File: config.mk
export PLATFORM = sky130hd
export DESIGN_NAME = axi4_burst_addr_gen
export DESIGN_NICKNAME = d
export VERILOG_FILES = /design/src/rtl/axi4_burst_addr_gen.sv
export SDC_FILE = /design/constraint.sdc
export NUM_CORES = 1
export LEC_CHECK = 0
export CAP_MARGIN = 5
export CORE_MARGIN = 4
export CORE_UTILIZATION = 56
export DETAILED_ROUTE_END_ITERATION = 16
export GPL_TIMING_DRIVEN = 0
export HOLD_SLACK_MARGIN = 0.1
export PLACE_DENSITY_LB_ADDON = 0.05
export SYNTH_ARGS = -nofsm -noshare
export SYNTH_HDL_FRONTEND = slang
export SYNTH_SLANG_ARGS = --single-unit
File: constraint.sdc
create_clock -name aclk -period 21.4 [get_ports aclk]
set_input_delay 4.28 -clock aclk [delete_from_list [all_inputs] [get_ports aclk]]
set_output_delay 4.28 -clock aclk [all_outputs]
set_load 0.02 [all_outputs]
File: src/rtl/axi4_burst_addr_gen.sv
// AXI4 burst address/strobe generator: accepts one address-channel request and
// emits len+1 beat descriptors (address, strobe, index, last, error flags).
module axi4_burst_addr_gen #(
  parameter int ADDRESS_WIDTH = 32,
  parameter int DATA_WIDTH    = 32,
  parameter int ID_WIDTH      = 16
) (
  input  logic                      aclk,
  input  logic                      aresetn,
  input  logic                      req_valid,
  output logic                      req_ready,
  input  logic [ID_WIDTH-1:0]       req_id,
  input  logic [ADDRESS_WIDTH-1:0]  req_addr,
  input  logic [7:0]                req_len,
  input  logic [2:0]                req_size,
  input  logic [1:0]                req_burst,
  output logic                      beat_valid,
  input  logic                      beat_ready,
  output logic [ID_WIDTH-1:0]       beat_id,
  output logic [ADDRESS_WIDTH-1:0]  beat_addr,
  output logic [DATA_WIDTH/8-1:0]   beat_strb,
  output logic [7:0]                beat_idx,
  output logic                      beat_last,
  output logic [3:0]                beat_err
);

  localparam int AW      = ADDRESS_WIDTH;
  localparam int NB      = DATA_WIDTH / 8;
  localparam int NB_LOG2 = $clog2(NB);

  localparam logic [1:0] BURST_FIXED = 2'b00;
  localparam logic [1:0] BURST_INCR  = 2'b01;
  localparam logic [1:0] BURST_WRAP  = 2'b10;
  localparam logic [1:0] BURST_RSVD  = 2'b11;

  typedef enum logic {S_IDLE, S_BURST} state_e;

  state_e                state_q, state_d;
  logic                  ready_q, ready_d;
  logic [ID_WIDTH-1:0]   id_q, id_d;
  logic [AW-1:0]         addr_q, addr_d;
  logic [7:0]            len_q, len_d;
  logic [2:0]            size_q, size_d;
  logic [1:0]            burst_q, burst_d;
  logic [7:0]            idx_q, idx_d;
  logic [3:0]            err_q, err_d;

  // Next-beat address arithmetic on the current beat.
  logic [AW-1:0] bytes_w, aligned_cur, incr_next, wrap_bytes, wrap_lower, wrap_next, step_addr;

  always_comb begin
    bytes_w     = AW'(1) << size_q;
    aligned_cur = addr_q & ~(bytes_w - AW'(1));
    incr_next   = aligned_cur + bytes_w;
    wrap_bytes  = bytes_w * (AW'(len_q) + AW'(1));
    wrap_lower  = addr_q & ~(wrap_bytes - AW'(1));
    wrap_next   = (incr_next == wrap_lower + wrap_bytes) ? wrap_lower : incr_next;
    if (burst_q == BURST_FIXED) begin
      step_addr = addr_q;
    end else if (burst_q == BURST_WRAP && !err_q[1]) begin
      step_addr = wrap_next;
    end else begin
      step_addr = incr_next;
    end
  end

  // Request checks; the 4KB test runs one bit wider so a top-of-memory wrap counts as a crossing.
  logic [AW-1:0] req_bytes, req_aligned;
  logic [AW:0]   req_span, req_end;
  logic          req_cross;
  logic [3:0]    req_err;

  always_comb begin
    req_bytes   = AW'(1) << req_size;
    req_aligned = req_addr & ~(req_bytes - AW'(1));
    req_span    = ((AW+1)'(req_len) + (AW+1)'(1)) << req_size;
    req_end     = {1'b0, req_aligned} + req_span - (AW+1)'(1);
    req_cross   = (req_end[AW:12] != {1'b0, req_addr[AW-1:12]});
    req_err[0]  = (req_burst == BURST_RSVD);
    req_err[1]  = (req_burst == BURST_WRAP) &&
                  !((req_len == 8'd1) || (req_len == 8'd3) || (req_len == 8'd7) || (req_len == 8'd15));
    req_err[2]  = (int'(req_size) > NB_LOG2);
    req_err[3]  = (req_burst == BURST_INCR) && req_cross;
  end

  always_ff @(posedge aclk or negedge aresetn) begin
    if (!aresetn) begin
      state_q <= S_IDLE;
      ready_q <= 1'b0;
      id_q    <= '0;
      addr_q  <= '0;
      len_q   <= '0;
      size_q  <= '0;
      burst_q <= '0;
      idx_q   <= '0;
      err_q   <= '0;
    end else begin
      state_q <= state_d;
      ready_q <= ready_d;
      id_q    <= id_d;
      addr_q  <= addr_d;
      len_q   <= len_d;
      size_q  <= size_d;
      burst_q <= burst_d;
      idx_q   <= idx_d;
      err_q   <= err_d;
    end
  end

  always_comb begin
    state_d = state_q;
    id_d    = id_q;
    addr_d  = addr_q;
    len_d   = len_q;
    size_d  = size_q;
    burst_d = burst_q;
    idx_d   = idx_q;
    err_d   = err_q;
    case (state_q)
      S_IDLE: begin
        if (req_valid && ready_q) begin
          id_d    = req_id;
          addr_d  = req_addr;
          len_d   = req_len;
          size_d  = req_size;
          burst_d = req_burst;
          idx_d   = '0;
          err_d   = req_err;
          state_d = S_BURST;
        end
      end
      S_BURST: begin
        if (beat_ready) begin
          if (idx_q == len_q) begin
            state_d = S_IDLE;
          end else begin
            addr_d = step_addr;
            idx_d  = idx_q + 8'd1;
          end
        end
      end
      default: state_d = S_IDLE;
    endcase
    // Registered so there is no combinational path from beat_ready.
    ready_d = (state_d == S_IDLE);
  end

  // Byte lanes lo..hi of the beat, with lo taken from the possibly unaligned address.
  logic [AW-1:0] lo_w, hi_w;
  logic [NB-1:0] lane_on;

  assign lo_w = addr_q & AW'(NB - 1);
  assign hi_w = (aligned_cur & AW'(NB - 1)) + bytes_w - AW'(1);

  generate
    for (genvar gi = 0; gi < NB; gi++) begin : g_lane
      assign lane_on[gi] = (AW'(gi) >= lo_w) && (AW'(gi) <= hi_w);
    end
  endgenerate

  assign req_ready  = ready_q;
  assign beat_valid = (state_q == S_BURST);
  assign beat_id    = id_q;
  assign beat_addr  = addr_q;
  assign beat_idx   = idx_q;
  assign beat_err   = err_q;
  assign beat_last  = beat_valid && (idx_q == len_q);
  assign beat_strb  = (beat_valid && (err_q == 4'b0000)) ? lane_on : '0;

endmodule
==> impl_metrics.csv, run 1 <==
group,metric,value,unit
yosys,async_reset_ff_share,100,%
floorplan,die-area,26300,sq um
power_and_ir_drop,power_switching,1.29,mW
yosys,synth_top_flop_cell,"dfrtp_1",
critical_path,crit_type,"reg -> reg",
power_and_ir_drop,internal_power,1.08,mW
critical_path,cp.required,21.66,ns
power_and_ir_drop,pwr-share-seq,12.2,%
detailed_routing,initialDrtViolationCount,1403,
critical_path,path_max_fanout,12,
placed_design,gp_congestion,1.03,
critical_path,setup.worst_path.start,"size_q[2]$_DFFE_PN0P_",
power_and_ir_drop,pwr-share-clk,7.3,%
worst_hold_path,holdPathStages,2,
detailed_routing,ant_nets,0,
cts,ctsRootBufferMaster,"clkbuf_16",
finish,seqCellArea,1880,sq um
global_route,antenna_found_initial,0,
sta,finalCritPeriodShare,49.2,%
sta,finalSetupViolations,0,
yosys,synth_area,13300,sq um
placed_design,port_buffers,128,
yosys,synth_top_family_by_area,"simple AND/OR/NAND/NOR gates",
yosys,synth_fa_ha_area_share,17.7,%
finish,layout.nets,2177,
yosys,synthSimpleGateAreaFrac,26.7,%
yosys,synth-edff-count,0,
sta,setup_slack,10.88,ns
finish,mostFrequentLayoutCell,"nand2_1",
placed_design,dp_hpwl,35000,um
critical_path,r2r_setup_slack,10.88,ns
global_route,grt_pass1_wl,69600,um
yosys,synthCells,1810,
yosys,ys_ff_latch,75,
yosys,synth_warnings,0,
sta,fin_tns_setup,0,ns
sta,slew_headroom,31.5,%
power_and_ir_drop,netSwitchingFraction,54.6,%
detailed_routing,vias,14100,
finish,antenna_cells,0,
detailed_routing,drc,0,
critical_path,start_kind,"flop",
detailed_routing,avgRoutedWirePerCell,19.0,um
yosys,syn_nets,2037,
cts,cts_inserted_buffers,9,
finish,layout_common_cells,"nand2_1 (244), nor2_1 (159), inv_1 (155)",
global_route,grt_usage,32.4,%
global_route,grt_overflow,0,
finish,drive_gt1_share,4.86,%
floorplan,chipWidth,162,um
yosys,synth-xor-area-share,8.97,%
detailed_routing,finalWirelength,43300,um
critical_path,rr_endpoint,"beat_addr[19]$_DFFE_PN0P_",
sta,worst_slew_pin_slew,1.02,ns
finish,areaGrowthSynthToFinish,15.3,%
flow_run,drv_cap,0,
yosys,avgSynthCellArea,7.36,sq um
floorplan,start_util,56.8,%
critical_path,crit_arrival,10.78,ns
detailed_routing,vias_per_cell,6.19,
critical_path,cp-end-kind,"flop",
sta,rsz0062_at_grt,"false",
yosys,synth_cell_types,103,
cts,cts_tree,"yes",
floorplan,core,23500,sq um
sta,fin_skew,0.0152,ns
cts,post_cts_buffers,0,
cts,clkSinkCount,75,
critical_path,r2r_cells,33,
critical_path,crit_top_cell,"fa_1",
yosys,yosysSeqAreaShare,14.1,%
critical_path,cp_slowest_stage_delay,0.58,ns
power_and_ir_drop,leakage,6.90,nW
cts,ctsResizeCount,0,
worst_hold_path,min_path_type,"reg -> reg",
worst_hold_path,hold_start,"beat_id[9]$_DFFE_PN0P_",
cts,clk_pin_slew_worst_paths,0.07,ns
power_and_ir_drop,p_per_area,154,nW/um^2
critical_path,slowest_stage,"fa_1",
global_route,grt_pass1_vias,13500,
sta,min_period,10.52,ns
worst_hold_path,holdPathEnd,"beat_id[9]$_DFFE_PN0P_",
sta,fmax,95.0,MHz
sta,hold_viol,0,
floorplan,pin_count,132,
sta,maxSlewViolCount,0,
floorplan,row_count,56,
cts,htreeDepth,3,
cts,insertion_delay,0.35,ns
placed_design,dpl_worst_slack,10.93,ns
critical_path,r2r-start,"size_q[2]$_DFFE_PN0P_",
finish,multi_input_area,10500,sq um
cts,holdBufCountCts,0,
cts,cts_buffer_depth,2,
power_and_ir_drop,irDropWorstVdd,88.2,uV
finish,fill_cells,2174,
global_route,grt_max_degree,66,
power_and_ir_drop,pwr-share-comb,80.5,%
yosys,synth_compound_area_share,22.8,%
detailed_routing,drtPass1Iterations,6,
sta,holdWs,0.476,ns
yosys,synthMuxAreaShare,2.45,%
floorplan,die_h,162,um
outcome,outcome,"completed",
## cells by family (layout without fill, tap and decap cells)
| logic type | Yosys count | in the layout |
|---|---|---|
| compound gates | 445 | 445 |
| xor+xnor | 135 | 135 |
| fa+ha+maj | 162 | 162 |
| buf+inv | 246 | 391 |
| flops | 75 | 75 |
| mux | 31 | 31 |
| simple gates | 716 | 716 |
## per-stage QoR
step	instances	cell area (sq um)	power, mW	util (%)
floorplan	1810	13300	1.65	-
global placement	2257	15000	2.13	63.9
detailed placement	2258	15000	2.15	64.1
CTS	2274	15400	2.34	65.5
global route	2274	15400	2.57	65.5
finish	2274	15400	2.37	65.5
## cell usage after synthesis, drive strengths merged (11+ instances only)
master	n	share of area (%)
nand4	31	1.6
a31oi	21	0.99
nor4	15	1.0
or3	15	0.70
ha	117	11
o211ai	19	1.1
nor3	31	1.2
nand3	67	2.6
and3	34	1.6
nand2b	24	1.1
o21ai	92	3.5
mux2	13	1.1
nand2	244	6.9
clkbuf	64	1.8
nor2b	16	0.75
xor2	52	3.4
a21oi	118	4.5
inv	155	4.4
a21o	19	1.1
o21bai	12	0.68
nor2	161	4.6
dfrtp	75	14
xnor2	82	5.4
buf	20	0.99
a211oi	11	0.69
mux2i	18	1.4
fa	45	6.8
and2	25	1.2
o21a	13	0.73
## flip-flops by register name (all words and copies together), names as in the netlist
register	count
beat_valid	1
len_q	8
beat_idx	8
req_ready	1
burst_q	2
beat_err	4
size_q	3
beat_addr	32
beat_id	16
## critical path: cells and delay by family, from the launching register on
family	cells	cell delay, ns
adder cells (fa/ha/maj)	6	2.74
XOR/XNOR	1	0.28
AND/OR/NAND/NOR	10	2.59
flip-flops	1	0.39
AO/OA/AOI/OAI	10	2.82
buffers and inverters	6	1.60
## metal layers
layer / vias to the layer above / global-route usage (%) / part of all wire, %
li1: 6690 / - / -
met4: 0 / 10.4 / 3.2
met3: 102 / 5.43 / 9.3
met2: 654 / 52.0 / 45
met1: 6630 / 44.6 / 43
met5: - / 0 / 0
## layout make-up
type	instances	share of cell area, %
inverter	162	3.96
tap	319	2.60
sequential	75	12.2
multi-input combinational	1489	68.2
timing repair buffer	129	8.50
buffer	84	2.42
clock inverter	7	0.700
clock buffer	9	1.47
## power by group through the flow
stage                     registers, mW  clock network (mW)  logic [mW]
after global placement            0.284                   0        1.84
after floorplan                   0.315                   0        1.33
after detailed placement          0.285                   0        1.87
after global routing              0.295               0.181        2.09
after CTS                         0.285               0.175        1.88
final                             0.289               0.174        1.91
## worst max path at each step
| stage | end | slack, ns | cells past startpoint |
|---|---|---|---|
| detailed placement | beat_err[3]$_DFFE_PN0P_ | 10.93 | 29 |
| CTS | beat_addr[12]$_DFFE_PN0P_ | 11.10 | 35 |
| global route | beat_addr[31]$_DFFE_PN0P_ | 10.26 | 32 |
| global placement | beat_err[3]$_DFFE_PN0P_ | 10.98 | 29 |
| floorplan | beat_err[3]$_DFFE_PN0P_ | 12.50 | 30 |
| finish | beat_addr[19]$_DFFE_PN0P_ | 10.88 | 33 |
(Power assumes the default switching activity.)
==> run 2, diff against run 1 <==
CORE_UTILIZATION = 54   (was 56)
clock period = 9.4 ns   (was 21.4 ns; I/O delays follow)
==> run 2 against run 1 <==
Effect of this change: power increased by 140%; fmax increased by 15%; combinational power grew 140%; worst setup slack worse by 11 ns; global-route usage increased by 0.12 points; largest power group unchanged; highest routed layer unchanged; critical path depth grew 2; clock power up 130%; sequential share of layout area decreased by 0.40 points; largest cell class unchanged; clock skew fell by 0.0061 ns.
==> impl_metrics.csv, run 2 (synthesis results as in run 1) <==
group,metric,value,unit
finish,layout.nets,2194,
critical_path,critical-path-top-delay-family,"adder cells",
critical_path,crit_type,"reg -> reg",
cts,ctsRootBufferMaster,"clkbuf_16",
finish,largest_reg_flops,32,
floorplan,die-area,27300,sq um
flow_run,drv_cap,0,
power_and_ir_drop,internal_power,2.57,mW
critical_path,crit_arrival,9.34,ns
power_and_ir_drop,leakage,7.05,nW
critical_path,cp-end-kind,"flop",
placed_design,port_buffers,128,
global_route,grt_usage,32.5,%
cts,clkSinkCount,75,
finish,multi_input_area,10800,sq um
critical_path,path_max_fanout,10,
global_route,grt_pass1_vias,13500,
finish,seqCellArea,1880,sq um
detailed_routing,drc,0,
power_and_ir_drop,power_switching,3.08,mW
worst_hold_path,holdPathEnd,"beat_id[1]$_DFFE_PN0P_",
detailed_routing,vias,14300,
cts,clk_pin_slew_worst_paths,0.07,ns
floorplan,core,24300,sq um
detailed_routing,drtPass1Iterations,6,
finish,drive_gt1_share,9.08,%
critical_path,r2r_setup_slack,0.26,ns
detailed_routing,vias_per_cell,6.23,
critical_path,crit_top_cell,"fa_1",
critical_path,cp.required,9.61,ns
cts,holdBufCountCts,0,
critical_path,cp_slowest_stage_delay,0.55,ns
outcome,outcome,"completed",
power_and_ir_drop,pwr-share-clk,7.0,%
cts,insertion_delay,0.34,ns
power_and_ir_drop,p_per_area,355,nW/um^2
sta,slew_headroom,34.9,%
finish,fill_cells,2207,
power_and_ir_drop,pwr-share-comb,81.0,%
critical_path,start_kind,"flop",
sta,fin_skew,0.00911,ns
global_route,grt_pass1_wl,70800,um
global_route,grt_max_degree,66,
finish,mostFrequentLayoutCell,"nand2_1",
power_and_ir_drop,netSwitchingFraction,54.5,%
worst_hold_path,hold_start,"beat_id[1]$_DFFE_PN0P_",
sta,hold_viol,0,
placed_design,gp_congestion,0.973,
global_route,antenna_found_initial,0,
detailed_routing,initialDrtViolationCount,1383,
sta,fmax,109,MHz
critical_path,crit_buf_inv,6,
power_and_ir_drop,pwr-share-seq,11.9,%
floorplan,chipWidth,165,um
finish,antenna_cells,0,
placed_design,dp_hpwl,35700,um
detailed_routing,avgRoutedWirePerCell,19.6,um
finish,layout_common_cells,"nand2_1 (241), inv_1 (153), nor2_1 (152)",
cts,cts_buffer_depth,2,
cts,htreeDepth,3,
floorplan,row_count,57,
cts,cts_inserted_buffers,9,
sta,finalCritPeriodShare,97.2,%
floorplan,die_h,165,um
finish,design_area,15900,sq um
worst_hold_path,min_path_type,"reg -> reg",
worst_hold_path,holdPathStages,2,
sta,finalSetupViolations,0,
power_and_ir_drop,irDropWorstVdd,207,uV
cts,cts_tree,"yes",
critical_path,slowest_stage,"fa_1",
critical_path,r2r-start,"len_q[6]$_DFFE_PN0P_",
sta,holdWs,0.474,ns
sta,maxSlewViolCount,0,
critical_path,rr_endpoint,"beat_addr[18]$_DFFE_PN0P_",
floorplan,pin_count,132,
critical_path,r2r_cells,35,
global_route,grt_overflow,0,
placed_design,place_area,15000,sq um
sta,worst_slew_pin_slew,0.969,ns
sta,min_period,9.14,ns
finish,areaGrowthSynthToFinish,19.5,%
detailed_routing,finalWirelength,45000,um
floorplan,start_util,54.8,%
detailed_routing,ant_nets,0,
## run 2: worst max path at each step
stage,start,endpoint,cells past startpoint
after floorplan,size_q[0]$_DFFE_PN0P_,beat_addr[4]$_DFFE_PN0P_,35
after global placement,size_q[2]$_DFFE_PN0P_,beat_addr[23]$_DFFE_PN0P_,33
after detailed placement,size_q[2]$_DFFE_PN0P_,beat_addr[7]$_DFFE_PN0P_,35
after CTS,len_q[0]$_DFFE_PN0P_,beat_addr[7]$_DFFE_PN0P_,34
after global routing,size_q[2]$_DFFE_PN0P_,beat_addr[23]$_DFFE_PN0P_,32
final,len_q[6]$_DFFE_PN0P_,beat_addr[18]$_DFFE_PN0P_,35
## run 2: repair_timing
action / CTS / global route
resized for setup: 33 / 71
setup endpoints to repair: 32 / 32
buffers inserted: 4 / 17
pin swaps: 2 / 14
## run 2: routing by layer
| metal | global-route usage [%] | vias to the layer above | part of all wire [%] |
|---|---|---|---|
| li1 | - | 6735 | - |
| met1 | 44.9 | 6785 | 43 |
| met2 | 51.8 | 696 | 45 |
| met3 | 6.80 | 90 | 9.7 |
| met4 | 8.47 | 0 | 2.6 |
| met5 | 0 | - | 0 |
## run 2: cell type report
| type | count | share of cell area [%] |
|---|---|---|
| buffer | 80 | 2.36 |
| clock buffer | 9 | 1.41 |
| clock inverter | 7 | 0.676 |
| inverter | 162 | 3.88 |
| multi-input combinational | 1489 | 68.1 |
| sequential | 75 | 11.8 |
| tap | 324 | 2.55 |
| timing repair buffer | 150 | 9.19 |
## run 2: power by group through the flow
| stage | registers (mW) | clock network, mW | logic, mW |
|---|---|---|---|
| after floorplan | 0.717 | 0 | 3.03 |
| after global placement | 0.655 | 0 | 4.21 |
| after detailed placement | 0.657 | 0 | 4.25 |
| after CTS | 0.655 | 0.398 | 4.34 |
| after global routing | 0.690 | 0.414 | 5.01 |
| final | 0.674 | 0.396 | 4.58 |
## run 2: stage by stage
stage               util [%]  setup TNS, ns  cells  setup WS [ns]  power [mW]
finish                  65.5              0   2296          0.265        5.65
global route            65.5          -1.00   2296         -0.117        6.12
CTS                     63.8              0   2280        0.00244        5.39
detailed placement      61.9         -26.40   2263         -0.918        4.90
global placement        61.7         -27.87   2262         -0.977        4.86
floorplan                  -              0   1810          0.693        3.75
## run 2: worst register-to-register path: cells and delay by family, from the launching register on
| family | cells | cell delay [ns] |
|---|---|---|
| buf+inv | 6 | 1.00 |
| simple gates | 12 | 2.34 |
| compound gates | 9 | 2.21 |
| flops | 1 | 0.32 |
| fa+ha+maj | 6 | 2.68 |
| xor+xnor | 2 | 0.45 |
